$ cat src/rtl/seven_seg_pkg.sv
// Shared definitions for the two-digit seven-segment driver and capture blocks.
// Glyph encodings are bit0=a .. bit6=g, active-high.
package seven_seg_pkg;

    localparam int DEFAULT_FREQ = 17500;

    localparam logic [6:0] SEG_0 = 7'h3F;
    localparam logic [6:0] SEG_1 = 7'h06;
    localparam logic [6:0] SEG_2 = 7'h5B;
    localparam logic [6:0] SEG_3 = 7'h4F;
    localparam logic [6:0] SEG_4 = 7'h66;
    localparam logic [6:0] SEG_5 = 7'h6D;
    localparam logic [6:0] SEG_6 = 7'h7D;
    localparam logic [6:0] SEG_7 = 7'h07;
    localparam logic [6:0] SEG_8 = 7'h7F;
    localparam logic [6:0] SEG_9 = 7'h6F;
    localparam logic [6:0] SEG_A = 7'h77;
    localparam logic [6:0] SEG_B = 7'h7C;
    localparam logic [6:0] SEG_C = 7'h39;
    localparam logic [6:0] SEG_D = 7'h5E;
    localparam logic [6:0] SEG_E = 7'h79;
    localparam logic [6:0] SEG_F = 7'h71;

    typedef enum logic [1:0] {
        HUNT   = 2'd0,
        GOT_HI = 2'd1,
        GOT_LO = 2'd2
    } capture_state_e;

endpackage

$ cat src/rtl/seven_seg_decode.sv
// Combinational glyph-to-nibble decoder; anything outside the 16 hex glyphs
// (including blank) is flagged illegal and decodes to 0.
module seven_seg_decode
    import seven_seg_pkg::*;
(
    input  logic [6:0] segment,
    output logic [3:0] nibble,
    output logic       legal
);

    // NOTE: every output gets a default first so no path through the case infers a latch.
    always_comb begin
        nibble = 4'h0;
        legal  = 1'b1;
        case (segment)
            SEG_0:   nibble = 4'h0;
            SEG_1:   nibble = 4'h1;
            SEG_2:   nibble = 4'h2;
            SEG_3:   nibble = 4'h3;
            SEG_4:   nibble = 4'h4;
            SEG_5:   nibble = 4'h5;
            SEG_6:   nibble = 4'h6;
            SEG_7:   nibble = 4'h7;
            SEG_8:   nibble = 4'h8;
            SEG_9:   nibble = 4'h9;
            SEG_A:   nibble = 4'hA;
            SEG_B:   nibble = 4'hB;
            SEG_C:   nibble = 4'hC;
            SEG_D:   nibble = 4'hD;
            SEG_E:   nibble = 4'hE;
            SEG_F:   nibble = 4'hF;
            default: legal  = 1'b0;
        endcase
    end

endmodule

$ cat src/rtl/seven_seg_capture.sv
// Receive side of the multiplexed two-digit seven-segment link: samples the
// segment bus on each strobe, checks strobe spacing and rebuilds the digit pair.
module seven_seg_capture
    import seven_seg_pkg::*;
#(
    parameter int FREQ  = DEFAULT_FREQ,
    parameter int TOL   = 4,
    parameter int CBITS = 16
) (
    input  logic        clk,
    input  logic        rst,
    input  logic [6:0]  segment,
    input  logic        sig,
    output logic [13:0] raw,
    output logic [7:0]  value,
    output logic        pair_valid,
    output logic        locked,
    output logic        err_pattern,
    output logic        err_sync
);

    // gap_q counts idle cycles since the last strobe; elapsed is the strobe-to-strobe
    // distance, so a strobe exactly one refresh period later sees elapsed == FREQ+1.
    localparam logic [CBITS-1:0] GAP_SAT = CBITS'(FREQ + TOL + 2);
    localparam logic [CBITS:0]   WIN_LO  = (CBITS + 1)'(FREQ + 1 - TOL);
    localparam logic [CBITS:0]   WIN_HI  = (CBITS + 1)'(FREQ + 1 + TOL);
    localparam logic [CBITS:0]   TIMEOUT = (CBITS + 1)'(FREQ + TOL + 2);

    capture_state_e   state_q, state_d;
    logic [CBITS-1:0] gap_q, gap_d;
    logic [6:0]       hi_buf_q, hi_buf_d;
    logic             hi_ok_q, hi_ok_d;
    logic [13:0]      raw_q, raw_d;
    logic [7:0]       value_q, value_d;
    logic             pair_valid_q, pair_valid_d;
    logic             locked_q, locked_d;
    logic             err_pattern_q, err_pattern_d;
    logic             err_sync_q, err_sync_d;

    logic [CBITS:0]   elapsed;
    logic             early, late;
    logic [3:0]       lo_nib, hi_nib;
    logic             lo_legal, hi_legal;

    seven_seg_decode u_dec_lo (
        .segment (segment),
        .nibble  (lo_nib),
        .legal   (lo_legal)
    );

    seven_seg_decode u_dec_hi (
        .segment (hi_buf_q),
        .nibble  (hi_nib),
        .legal   (hi_legal)
    );

    assign elapsed = {1'b0, gap_q} + (CBITS + 1)'(1);
    assign early   = (elapsed < WIN_LO);
    assign late    = (elapsed > WIN_HI);

    always_comb begin
        state_d       = state_q;
        hi_buf_d      = hi_buf_q;
        hi_ok_d       = hi_ok_q;
        raw_d         = raw_q;
        value_d       = value_q;
        pair_valid_d  = 1'b0;
        err_pattern_d = 1'b0;
        err_sync_d    = 1'b0;

        if (sig) begin
            gap_d = '0;
        end else if (gap_q == GAP_SAT) begin
            gap_d = gap_q;
        end else begin
            gap_d = gap_q + CBITS'(1);
        end

        if (sig) begin
            if (state_q != HUNT && early) begin
                // Too-early strobe is dropped and the link is considered lost.
                err_sync_d = 1'b1;
                state_d    = HUNT;
            end else if (state_q == GOT_HI && !late) begin
                raw_d         = {hi_buf_q, segment};
                err_pattern_d = ~lo_legal;
                state_d       = GOT_LO;
                if (hi_ok_q && hi_legal && lo_legal) begin
                    value_d      = {hi_nib, lo_nib};
                    pair_valid_d = 1'b1;
                end
            end else begin
                // HUNT, in-window strobe after a lo digit, or a late strobe:
                // all of them start a new pair with this digit as hi.
                err_sync_d    = (state_q != HUNT) && late;
                hi_buf_d      = segment;
                hi_ok_d       = lo_legal;
                err_pattern_d = ~lo_legal;
                state_d       = GOT_HI;
            end
        end else if (state_q != HUNT && elapsed == TIMEOUT) begin
            err_sync_d = 1'b1;
            state_d    = HUNT;
        end

        locked_d = (state_d != HUNT);
    end

    // NOTE: sequential state uses non-blocking assignments so all registers update together.
    always_ff @(posedge clk) begin
        if (rst) begin
            state_q       <= HUNT;
            gap_q         <= '0;
            hi_buf_q      <= '0;
            hi_ok_q       <= 1'b0;
            raw_q         <= '0;
            value_q       <= '0;
            pair_valid_q  <= 1'b0;
            locked_q      <= 1'b0;
            err_pattern_q <= 1'b0;
            err_sync_q    <= 1'b0;
        end else begin
            state_q       <= state_d;
            gap_q         <= gap_d;
            hi_buf_q      <= hi_buf_d;
            hi_ok_q       <= hi_ok_d;
            raw_q         <= raw_d;
            value_q       <= value_d;
            pair_valid_q  <= pair_valid_d;
            locked_q      <= locked_d;
            err_pattern_q <= err_pattern_d;
            err_sync_q    <= err_sync_d;
        end
    end

    assign raw         = raw_q;
    assign value       = value_q;
    assign pair_valid  = pair_valid_q;
    assign locked      = locked_q;
    assign err_pattern = err_pattern_q;
    assign err_sync    = err_sync_q;

endmodule

$ cat config.mk
export PLATFORM = sky130hd
export DESIGN_NAME = seven_seg_capture
export DESIGN_NICKNAME = d
export VERILOG_FILES = /design/src/rtl/seven_seg_pkg.sv /design/src/rtl/seven_seg_decode.sv /design/src/rtl/seven_seg_capture.sv
export SDC_FILE = /design/constraint.sdc
export NUM_CORES = 1
export LEC_CHECK = 0
export CAP_MARGIN = 20
export CORE_MARGIN = 8
export CORE_UTILIZATION = 30
export CTS_BUF_LIST = sky130_fd_sc_hd__clkbuf_4 sky130_fd_sc_hd__clkbuf_8
export CTS_CLUSTER_DIAMETER = 50
export DETAILED_ROUTE_END_ITERATION = 7
export DONT_BUFFER_PORTS = 1
export GPL_TIMING_DRIVEN = 0
export SYNTH_ARGS = -nofsm -noshare
export SYNTH_HDL_FRONTEND = slang
export SYNTH_SLANG_ARGS = --single-unit
$ cat constraint.sdc
create_clock -name clk -period 3.7 [get_ports clk]
set_clock_uncertainty 0.15 [all_clocks]
set_input_delay 0.555 -clock clk [delete_from_list [all_inputs] [get_ports clk]]
set_output_delay 0.555 -clock clk [all_outputs]
set_load 0.01 [all_outputs]
==> flow_summary.ini, run 1 <==
[finish]
antenna_cells = 0
area_growth_syn_to_layout_pct = 9.11
drive_gt1_share_pct = 10.3
finalNetCount = 432
fillers = 1085

[clocking]
post_cts.repair.setup_buffers = 0
cts_htree_levels = 2
clkLatencyLatePin_ns = 0.31
cts_buffers = 5
clk_pin_slew_ns = 0.10
cts_hold_buf = 0
cts_sinks = 52
cts_tree = yes
clockBufferDepth = 2
cts_root_buf = clkbuf_8
cts_resized = 0

[pwr]
finalPower_uw = 1150
p_leak_uw = 0.00137
p_per_area_mw_per_mm2 = 318
vdd_drop_max_v = 0.000162

[hold_path]
hp-start = rst
hold_end = value[0]$_SDFFE_PP0P_
hold_depth = 2
hold_path_class = in -> reg

[floorplan]
dieWidth_um = 121
die_area_sq_mm = 0.0146
core-area_sq_mm = 0.0108
ios = 36
core.rowCount = 38
initial_core_util_pct = 30.7
die_y_um = 121

[yosys]
syn_inst = 411
async_flop_share_pct = 0
ys_warn_count = 0
synth_top_area_cell = dfxtp_1
synth_edf_count = 0
synthTopCellsByArea = dfxtp_1 31%, mux2i_1 7.3%, nor2_1 5.7%, nand2b_1 4.5%, nand2_1 3.7%
synth-main-ff-cell = dfxtp_1
synth_area_sq_mm = 0.00331
postSynthAreaPerCell_sq_um = 8.05
ys_types = 68
syn-num-nets = 425
synth-seq-cells = 52
synth_top_cell_area_share_pct = 31.5
seq_area_frac_synth_pct = 31.5

[global_route]
grt_pass1_vias = 2769
grt_max_degree = 16
grt_pass1_wl_um = 14200
grt_overflow = 0
grtUsageTotal_pct = 11.9
grt_antenna_before_repair = 0

[setup_path]
r2r-end = value[5]$_SDFFE_PP0P_
r2r_start = gap_q[1]$_SDFFE_PP0P_
r2r_setup_slack_ns = 0.35
crit_fanout = 10
crit_path_end_kind = flop
r2r_cells = 9
cp.arrival_ns = 3.39
critPathKind = reg -> reg
start_kind = flop
critPathRequiredTime_ns = 3.74

[sta]
slew_headroom_pct = 58.3
report.final.slew_viol_count = 0
tns_ns = 0
grt_setup_unrepaired = no
setup_violations = 0
max_slew.worst_pin.slew_ns = 0.617
min_period_over_period_pct = 90.5
period_needed_ns = 3.35
fmax_ghz = 0.299
hold_viol = 0

[routing]
via_count = 2984
drt-initial-drc-count = 243
vias_per_cell = 5.34
routedWlPerCell_um = 15.4
drt-pass1-iter-count = 5
drc = 0
wirelength_um = 8620
ant_nets = 0

[status]
status = complete, no violations

[placement]
gp_congestion = 0.891
io_buffers = 0
hpwl_um = 6340

[run]
max_cap_violations = 0
## worst max-delay path, cell delays in order, from the launching register on
cell	delay, ns
dfxtp_1	0.37
buf_2	0.21
nand4_1	0.19
nor4_1	0.59
mux2i_1	0.32
o21a_2	0.26
o2111ai_2	0.28
buf_4	0.31
nor2_1	0.40
o21ai_0	0.16
## cells by family (layout without fill, tap and decap cells)
group / count (synthesis) / in the layout / share of synthesized area (%)
AND/OR/NAND/NOR: 189 / 189 / 29.8
AO/OA/AOI/OAI: 81 / 81 / 19.0
flip-flops: 52 / 52 / 31.5
buffers and inverters: 43 / 51 / 5.90
multiplexers: 27 / 27 / 8.28
XOR/XNOR: 15 / 15 / 3.97
adder cells (fa/ha/maj): 4 / 4 / 1.51
## per-stage QoR
stage	setup slack [ns]	hold slack, ns	util, %	std cells	cell area [sq um]
2_1_floorplan	1.01	0.321	-	411	3310
3_3_place_gp	0.391	0.347	32.3	551	3480
3_5_place_dp	0.410	0.354	32.3	551	3480
4_1_cts	0.364	0.267	33.4	559	3610
5_1_grt	0.0994	0.259	33.4	559	3610
6_report	0.351	0.272	33.4	559	3610
## report_power, final
group	switching, uW	internal [uW]
Clock	201	239
Combinational	82.1	48.0
Sequential	10.2	569
## synthesized netlist by cell type, types with 3 or more instances
cell / n
a21o_1: 3
a21oi_1: 16
a31oi_1: 3
a32oi_1: 4
and2_1: 4
buf_2: 5
buf_4: 5
clkbuf_1: 23
dfxtp_1: 52
ha_1: 4
inv_1: 8
mux2_2: 3
mux2i_1: 24
nand2_1: 33
nand2b_1: 24
nand3_1: 15
nand3b_1: 4
nand4_1: 7
nor2_1: 50
nor2b_1: 9
nor3_1: 6
nor3b_1: 4
nor4_1: 3
o211a_1: 4
o21ai_0: 14
o22ai_1: 3
o31ai_1: 3
or2_2: 6
or3_1: 8
or4_1: 5
xnor2_1: 8
xor2_1: 7
## layout by cell type (no fill, tap or decap), types with 3 or more instances in the layout
cell type  count
nand3_1       15
nand4_1        7
o211a_1        4
ha_1           4
and2_1         4
a32oi_1        4
clkbuf_8       7
nor3b_1        4
or4_1          5
buf_4          5
dfxtp_1       52
a31oi_1        3
nor2b_1        9
nor4_1         3
mux2i_1       24
mux2_2         3
nand2b_1      24
inv_1          8
buf_2          5
xor2_1         7
o22ai_1        3
nor3_1         6
o31ai_1        3
nor2_1        50
or2_2          6
nand2_1       33
a21oi_1       16
or3_1          8
nand3b_1       4
xnor2_1        8
o21ai_0       14
a21o_1         3
clkbuf_1      23
## registers in the layout, summed over array words and instances (netlist names)
register,count
err_pattern,1
gap_q,16
pair_valid,1
raw,14
value,8
locked,1
err_sync,1
state_q,2
hi_ok_q,1
hi_buf_q,7
## routing by layer
| layer | vias up | track usage (%) | part of all wire, % |
|---|---|---|---|
| met5 | - | 0 | 0 |
| met4 | 0 | 4.61 | 1.2 |
| met3 | 8 | 3.68 | 6.9 |
| met2 | 80 | 18.4 | 46 |
| met1 | 1427 | 15.1 | 46 |
| li1 | 1469 | - | - |
## area by class of cell
type	count	area (sq um)	area share [%]
sequential	52	1040	28.8
inverter	8	30.0	0.832
clock buffer	7	96.3	2.67
multi-input combinational	316	2070	57.4
buffer	35	165	4.58
clock inverter	1	30.0	0.832
tap	140	175	4.85
## worst max path at each step
stage / endpoint / from
after floorplan: value[2]$_SDFFE_PP0P_ / gap_q[1]$_SDFFE_PP0P_
after global placement: value[0]$_SDFFE_PP0P_ / gap_q[1]$_SDFFE_PP0P_
after detailed placement: value[0]$_SDFFE_PP0P_ / gap_q[1]$_SDFFE_PP0P_
after CTS: value[5]$_SDFFE_PP0P_ / gap_q[1]$_SDFFE_PP0P_
after global routing: value[5]$_SDFFE_PP0P_ / gap_q[1]$_SDFFE_PP0P_
final: value[5]$_SDFFE_PP0P_ / gap_q[1]$_SDFFE_PP0P_
No activity file was read; power rests on OpenSTA's default activity.
==> run 2, diff against run 1 <==
Clock period 3.7 ns to 3.22 ns, I/O delays scaled along.
==> run 2 against run 1 <==
Fmax is 9.7% higher. Clock-buffer cell count stayed put. Global-route usage did not move. Via count increased by 0.23%. Die area is the same. Routed wire length rose by 0.23%. Clock power up 14%. Largest cell class unchanged. Largest power group unchanged.
==> flow_summary.ini, run 2 (synthesis gave the netlist of run 1 again) <==
[status]
status = complete, no violations

[setup_path]
r2r_setup_slack_ns = 0.17
path_cells = buf_2 -> nand4_1 -> nor2_1 -> mux2_2 -> a31oi_2 -> o2111ai_4 -> or4_1 -> o211a_1
crit_path_end_kind = flop
crit_fanout = 9
r2r-end = value[6]$_SDFFE_PP0P_
cp.depth = 8
critPathKind = reg -> reg
cp_top_family = simple AND/OR/NAND/NOR gates
critPathRequiredTime_ns = 3.29
r2r_start = gap_q[1]$_SDFFE_PP0P_
start_kind = flop
startpoint = gap_q[1]$_SDFFE_PP0P_
cp.arrival_ns = 3.13
slowest_stage = or4_1
max_stage_delay_ns = 0.60
r2r_cells = 8
endpoint = value[6]$_SDFFE_PP0P_
crit_buf_inv = 1

[sta]
timing.final.ws_setup_ns = 0.167
min_period_over_period_pct = 94.8
period_needed_ns = 3.05
slew_headroom_pct = 58.2
setup_violations = 0
fmax_ghz = 0.328
report.final.slew_viol_count = 0
tns_ns = 0
grt_setup_unrepaired = no
hold_viol = 0
max_slew.worst_pin.slew_ns = 0.619

[hold_path]
hold_path_class = in -> reg
hp-start = rst

[finish]
final_common_cell = dfxtp_1
finalNetCount = 432
regMostFlops = gap_q
drive_gt1_share_pct = 11.2
ff_latch_area_sq_mm = 0.00104
largest_reg_flops = 16
fillers = 1082
stdcell_area_sq_mm = 0.00364
fin_cells = 559
layout_common_cells = 52 x dfxtp_1, 49 x nor2_1, 33 x nand2_1, 24 x nand2b_1
area_growth_syn_to_layout_pct = 10.2
multiInputGateArea_sq_mm = 0.00211
antenna_cells = 0

[global_route]
grtUsageTotal_pct = 11.9
grt_antenna_before_repair = 0
grt.met3_usage_pct = 3.68
grt_pass1_wl_um = 14200
grt_overflow = 0
busiest_layer = met2
grt_use_met1_pct = 15.1
grt_pass1_vias = 2768
grt_max_degree = 16
use_met2_pct = 18.4

[floorplan]
dieWidth_um = 121
core.rowCount = 38
die_area_sq_mm = 0.0146
die_y_um = 121
ios = 36
initial_core_util_pct = 30.7
core-area_sq_mm = 0.0108

[routing]
drt-initial-drc-count = 273
via_count = 2991
vias_per_cell = 5.35
wirelength_um = 8640
ant_nets = 0
drt-pass1-iter-count = 5
routedWlPerCell_um = 15.5
drc = 0

[placement]
hpwl_um = 6340
io_buffers = 0
place_area_sq_mm = 0.00348
placedCellCount = 551
preCtsSetupSlack_ns = -0.0705
gp_congestion = 0.891

[pwr]
finalPower_uw = 1320
p_per_area_mw_per_mm2 = 362
vdd_drop_max_v = 0.000186
p_leak_uw = 0.00137

[clocking]
cts_htree_levels = 2
post_cts.repair.setup_buffers = 0
clockBufferDepth = 2
cts_resized = 2
clk_pin_slew_ns = 0.10
cts_hold_buf = 0
cts_buffers = 5
clkLatencyLatePin_ns = 0.32
cts_sinks = 52
cts_tree = yes
cts_root_buf = clkbuf_8

[run]
max_cap_violations = 0
run 2: changes by cell type in the layout (fill, tap and decap cells not counted):
cell / before / now
nor2_1: 50 / 49
o2111ai_2: 1 / 0
nor4_2: 0 / 2
nor4_1: 3 / 1
o2111ai_4: 0 / 1
mux2i_2: 0 / 1
mux2i_1: 24 / 23
nor2_4: 0 / 1
run 2: layout make-up:
cell class              count  share of cell area [%]
plain buffers              35                    4.53
well taps                 140                    4.81
multi-input cells         316                    57.8
clock buffers               7                    2.64
clock inverters             1                   0.824
flip-flops and latches     52                    28.6
inverters                   8                   0.824
run 2: how the worst min path moves through the flow:
stage / end / slack (ns) / cells after the start
finish: value[0]$_SDFFE_PP0P_ / 0.20 / 2
global route: value[0]$_SDFFE_PP0P_ / 0.19 / 2
global placement: state_q[0]$_SDFF_PP0_ / 0.35 / 2
CTS: value[5]$_SDFFE_PP0P_ / 0.20 / 2
detailed placement: state_q[0]$_SDFF_PP0_ / 0.35 / 2
floorplan: state_q[0]$_SDFF_PP0_ / 0.32 / 2
run 2: layer usage:
| metal | wire [um] | vias up |
|---|---|---|
| li1 | - | 1470 |
| met1 | 3940 | 1417 |
| met2 | 3950 | 91 |
| met3 | 626 | 13 |
| met4 | 123 | 0 |
| met5 | 0 | - |
run 2: stage by stage:
step	hold slack [ns]	util [%]
after floorplan	0.321	-
after global placement	0.347	32.3
after detailed placement	0.354	32.3
after CTS	0.195	33.5
after global routing	0.187	33.8
final	0.200	33.8
run 2: where the power goes:
part           total [uW]  switching (uW)  internal (uW)
combinational         150            95.1           55.2
clock                 501             227            275
sequential            666            11.7            654
